--- src/rtl/x_oserdes_gen.sv ---
// x_oserdes_gen: parametrised SDR output serializer.
// A holding register backs a per-lane shift register so consecutive words
// stream out with no gap. All lanes share one counter, one FSM and one
// tristate control. Lanes differ only in the data they carry.
module x_oserdes_gen #(
  parameter int   DATA_WIDTH  = 8,
  parameter int   LANES       = 1,
  parameter bit   MSB_FIRST   = 1'b0,
  parameter logic INIT_OQ     = 1'b0,
  parameter logic SRVAL_TQ    = 1'b1,
  parameter bit   TRISTATE_EN = 1'b1
) (
  input  logic                        CLK,
  input  logic                        SR,
  input  logic [LANES*DATA_WIDTH-1:0] D,
  input  logic                        D_VALID,
  output logic                        D_READY,
  input  logic                        OCE,
  output logic [LANES-1:0]            OQ,
  output logic                        TQ,
  output logic                        BUSY,
  output logic                        UNDERRUN
);

  localparam int              CW       = $clog2(DATA_WIDTH + 1);
  localparam logic [CW-1:0]   LAST_CNT = CW'(DATA_WIDTH);
  // When tristating is disabled the pad is driven all the time.
  localparam logic            TQ_IDLE  = TRISTATE_EN ? SRVAL_TQ : 1'b0;

  localparam logic [0:0]      ST_IDLE  = 1'b0;
  localparam logic [0:0]      ST_SHIFT = 1'b1;

  logic [LANES*DATA_WIDTH-1:0] hold_reg;
  logic                        hold_full_reg;
  logic [CW-1:0]               cnt_reg;
  logic [0:0]                  state_reg;
  logic                        tq_reg;
  logic                        underrun_reg;

  logic accept;
  logic at_boundary;
  logic do_load;
  logic do_shift;
  logic do_stop;

  // Holding register is writable only when empty, so an accept and a reload
  // can never happen at the same edge.
  assign accept      = D_VALID & ~hold_full_reg;
  // Last bit of the current word is on OQ; this edge decides reload or stop.
  assign at_boundary = (state_reg == ST_SHIFT) && (cnt_reg == LAST_CNT);
  assign do_load     = OCE & hold_full_reg & ((state_reg == ST_IDLE) | at_boundary);
  assign do_shift    = OCE & (state_reg == ST_SHIFT) & ~at_boundary;
  assign do_stop     = OCE & at_boundary & ~hold_full_reg;

  assign D_READY  = ~hold_full_reg;
  assign TQ       = tq_reg;
  assign BUSY     = (state_reg == ST_SHIFT);
  assign UNDERRUN = underrun_reg;

  // Capture the parallel word; its contents only matter while hold_full is set.
  always_ff @(posedge CLK) begin
    if (accept) begin
      hold_reg <= D;
    end
  end

  // Shared control path: holding flag, FSM, bit counter, tristate, underrun.
  always_ff @(posedge CLK or posedge SR) begin
    if (SR) begin
      hold_full_reg <= 1'b0;
      state_reg     <= ST_IDLE;
      cnt_reg       <= '0;
      tq_reg        <= TQ_IDLE;
      underrun_reg  <= 1'b0;
    end else begin
      underrun_reg <= 1'b0;
      if (do_load) begin
        hold_full_reg <= 1'b0;
        state_reg     <= ST_SHIFT;
        cnt_reg       <= CW'(1);
        tq_reg        <= 1'b0;
      end else begin
        if (accept) begin
          hold_full_reg <= 1'b1;
        end
        if (do_shift) begin
          cnt_reg <= cnt_reg + CW'(1);
        end else if (do_stop) begin
          state_reg    <= ST_IDLE;
          cnt_reg      <= '0;
          tq_reg       <= TQ_IDLE;
          underrun_reg <= 1'b1;
        end
      end
    end
  end

  // Per-lane data path: the first bit goes straight to OQ on load and the
  // remaining bits wait in the shifter, already aligned for the next shift.
  for (genvar gi = 0; gi < LANES; gi++) begin : g_lane
    logic [DATA_WIDTH-1:0] word;
    logic [DATA_WIDTH-1:0] shift_reg;
    logic [DATA_WIDTH-1:0] load_shift;
    logic [DATA_WIDTH-1:0] run_shift;
    logic                  load_bit;
    logic                  run_bit;
    logic                  oq_bit_reg;

    assign word = hold_reg[gi*DATA_WIDTH +: DATA_WIDTH];

    if (MSB_FIRST) begin : g_msb
      assign load_bit   = word[DATA_WIDTH-1];
      assign load_shift = {word[DATA_WIDTH-2:0], 1'b0};
      assign run_bit    = shift_reg[DATA_WIDTH-1];
      assign run_shift  = {shift_reg[DATA_WIDTH-2:0], 1'b0};
    end else begin : g_lsb
      assign load_bit   = word[0];
      assign load_shift = {1'b0, word[DATA_WIDTH-1:1]};
      assign run_bit    = shift_reg[0];
      assign run_shift  = {1'b0, shift_reg[DATA_WIDTH-1:1]};
    end

    // Serial output register and shifter for this lane.
    always_ff @(posedge CLK or posedge SR) begin
      if (SR) begin
        shift_reg  <= '0;
        oq_bit_reg <= INIT_OQ;
      end else if (do_load) begin
        shift_reg  <= load_shift;
        oq_bit_reg <= load_bit;
      end else if (do_shift) begin
        shift_reg  <= run_shift;
        oq_bit_reg <= run_bit;
      end else if (do_stop) begin
        oq_bit_reg <= INIT_OQ;
      end
    end

    assign OQ[gi] = oq_bit_reg;
  end

endmodule

--- config.mk ---
export PLATFORM = sky130hd
export DESIGN_NAME = x_oserdes_gen
export DESIGN_NICKNAME = d
export VERILOG_FILES = /design/src/rtl/x_oserdes_gen.sv
export SDC_FILE = /design/constraint.sdc
export NUM_CORES = 1
export LEC_CHECK = 0
export CAP_MARGIN = 40
export CELL_PAD_IN_SITES_DETAIL_PLACEMENT = 0
export CELL_PAD_IN_SITES_GLOBAL_PLACEMENT = 2
export CORE_MARGIN = 5
export CORE_UTILIZATION = 34
export CTS_BUF_LIST = sky130_fd_sc_hd__clkbuf_4 sky130_fd_sc_hd__clkbuf_8 sky130_fd_sc_hd__clkbuf_16
export DETAILED_ROUTE_END_ITERATION = 6
export PLACE_DENSITY_LB_ADDON = 0.1
export SETUP_SLACK_MARGIN = 0.02
export SLEW_MARGIN = 20
export SYNTH_ARGS = -nofsm -noshare
export SYNTH_HDL_FRONTEND = slang
export SYNTH_SLANG_ARGS = --single-unit
--- constraint.sdc ---
create_clock -name CLK -period 1.8 [get_ports CLK]
set_input_delay 0.54 -clock CLK [delete_from_list [all_inputs] [get_ports CLK]]
set_output_delay 0.54 -clock CLK [all_outputs]
set_load 0.02 [all_outputs]
==> results.md <==
- Reg power frac: 54.6%
- Yosys reg bits: 24
- FF-to-FF Start: cnt_reg[0]$_DFFE_PP0P_
- H-tree depth: 1
- Largest net degree at the start of global routing: 14
- Worst-Margin Slew: 0.401 ns
- Vias in the first global route: 814
- Share of Yosys cell area claimed by the top area cell type: 36.0%
- CP endpoint kind: primary output
- Clk sinks: 24
- Iter 0 DRT Violations: 17
- Clock latency on the worst-skew pair: 0.31 ns
- Post-route ant nets: 0
- Boundary Pins: 17
- Die Y: 65.4 µm
- P_leak: 0.589 nW
- CP Max Fanout: 3
- R2r setup slk: 0.14 ns
- Pwr/cell area: 1050 mW/mm²
- Max-cap violations: 0
- CP top delay family: flip-flops
- Ant diodes: 0
- PortBufs: 16
- Worst min path class: in2async
- Minimum clock period: 1.72 ns
- Outcome: finished, final reports clean
- WS Path Type: reg2out
- Netlist cell types: 27
- Most common cell in the netlist: dfrtp_1
- Comb pwr share: 29.0%
- Total Routing Usage GR: 11.2%
- Die W: 65.4 µm
- Worst vdd ir: 0.555 mV
- Setup_tns: 0 ns
- Slew headroom: 73.3%
- Worst Skew: 0.0145 ns
- Postcts setup bufs: 0
- Vias: 778
- Vias per cell: 5.29
- Area contributors post-synth: dfrtp_1 36%, edfxtp_1 23%, a221o_1 6.7%, nor3b_1 4.3%, dfstp_2 2.5%
- R2R cell count: 5
- Crit share post-route: 95.4%
- Area grow syn2layout: 30.0%
- Post-DP HPWL: 1.60 mm
- Psw: 0.442 mW
- Mapped Nets: 99
- Clock Pin Slew Worst Setup and Hold Paths: 0.13 ns
- FFs w/ async S/R, synth: 66.7%
- CP max stage delay: 0.57 ns
- Arr. time, crit path: 1.18 ns
- Number of flops mapped to enable cells by yosys: 8
- Final hold vios: 0
- CTS tree: yes
- Reg-to-Reg End: cnt_reg[2]$_DFFE_PP0P_
- DIE AREA: 0.00427 mm²
- Max Transition Viols Final: 0
- Pint: 0.984 mW
- Share of cells above drive strength 1: 18.4%
- Switching Share: 31.0%
- Total grt overflow: 0
- Cells after synthesis: 85
- Synth top cells by count: 15 x dfrtp_1, 8 x edfxtp_1, 7 x a221o_1, 7 x inv_1, 6 x nor3b_1
- Sequence of cells on the critical path: clkdlybuf4s15_1
- Pre-antenna DRT Iters: 4
- Max reg flops: 8
- Worst path slowest cell: dfstp_2
- Placement row count: 20
- Final setup fails: 0
- Synth warnings: 0
- Num CTS Buffers: 3
- Crit path buf inv count: 1
- Routed len/inst: 14.5 µm
- Minimum setup slack in the final design: 0.0821 ns
- Synth Flop Type: dfrtp_1
- CP Launch Type: flop
- Syn avg cell area: 12.3 µm²
- Post-place setup slack: -0.102 ns
- Final net count: 129
- GP Congestion: 0.768
- Clock Tree Root: clkbuf_4
- Core footprint: 0.00300 mm²
- Longest Clk Path Bufs: 2
- Largest area contributor in the netlist: dfrtp_1
- Unrepaired setup endpoints after global routing: no
- Hold Buf Count CTS: 0
- Initial Util: 34.7%
- Register area share after synthesis: 61.6%
- Synthesized cell area: 0.00104 mm²
- DRC: 0
- Max frequency: 0.582 GHz
- Final WL: 2.13 mm
- Initial antenna violation count: 0
- CP required: 1.26 ns
- First-pass GRT wire length: 3.65 mm
- Final Core Density: 45.1%
- Clock Power Share: 16.4%
==> final cells by class <==
class / instances / area [µm²]
Multi-Input combinational cell: 49 / 359
Tap cell: 33 / 41.3
Clock inverter: 1 / 3.75
Sequential cell: 24 / 642
Fill cell: 288 / 1650
Timing Repair Buffer: 30 / 260
Clock buffer: 3 / 22.5
Inverter: 7 / 26.3
==> kinds of logic (layout without fill, tap and decap cells) <==
family,count (synthesis),after routing,synth area share (%)
compound gates,25,25,19.0
fa+ha+maj,2,2,2.40
flops,24,24,61.6
simple gates,22,22,12.1
buf+inv,12,41,4.92
==> layout by cell type (no fill, tap or decap), types with 2 or more instances in the layout <==
master / instances
buf_4: 14
nor2_1: 2
clkbuf_4: 3
clkdlybuf4s50_1: 11
o21ai_0: 5
or3_1: 2
dlygate4sd2_1: 4
o2bb2ai_1: 2
nor3_1: 2
nor3b_1: 6
a31oi_1: 3
ha_1: 2
a221o_1: 7
nand3_1: 2
inv_1: 7
edfxtp_1: 8
nand2_1: 5
dfrtp_1: 15
==> worst max path at each step <==
stage / from / to / slack [ns] / depth (start not counted)
global placement: OCE / g_lane[0].shift_reg[5]$_DFFE_PP0P_ / -0.09 / 4
CTS: TQ$_DFFE_PP1P_ / TQ / 0.04 / 1
floorplan: cnt_reg[0]$_DFFE_PP0P_ / g_lane[0].shift_reg[0]$_DFFE_PP0P_ / 0.36 / 6
finish: TQ$_DFFE_PP1P_ / TQ / 0.08 / 1
global route: TQ$_DFFE_PP1P_ / TQ / 0.03 / 1
detailed placement: OCE / g_lane[0].shift_reg[1]$_DFFE_PP0P_ / -0.10 / 4
==> repair_timing <==
item,4_1_cts,5_1_grt
pin swaps,0,0
resized for setup,5,3
cloned,0,0
endpoints found under the setup margin,5,10
==> per-stage QoR <==
stage	std cells	power, mW	hold WS [ns]	area, µm²
after detailed placement	143	1.21	0.462	1320
after global placement	143	1.20	0.467	1320
final	147	1.43	0.430	1360
after CTS	147	1.43	0.433	1340
after global routing	147	1.53	0.435	1360
after floorplan	85	1.04	0.453	1040
==> routing by layer <==
layer	track usage [%]	part of all wire, %	wire length (µm)
met1	13.7	45	956
met2	18.3	47	995
met3	3.08	5.2	111
met4	5.44	3.0	63
met5	0	0	0
==> power groups by stage <==
stage                     clock network (mW)  registers (mW)  logic, mW
after detailed placement                   0           0.786      0.427
after global placement                     0           0.786      0.418
after global routing                   0.268           0.799      0.461
final                                  0.234           0.778      0.413
after floorplan                            0           0.783      0.255
after CTS                              0.246           0.775      0.413
Note: power is estimated with default switching activity, not from simulation.
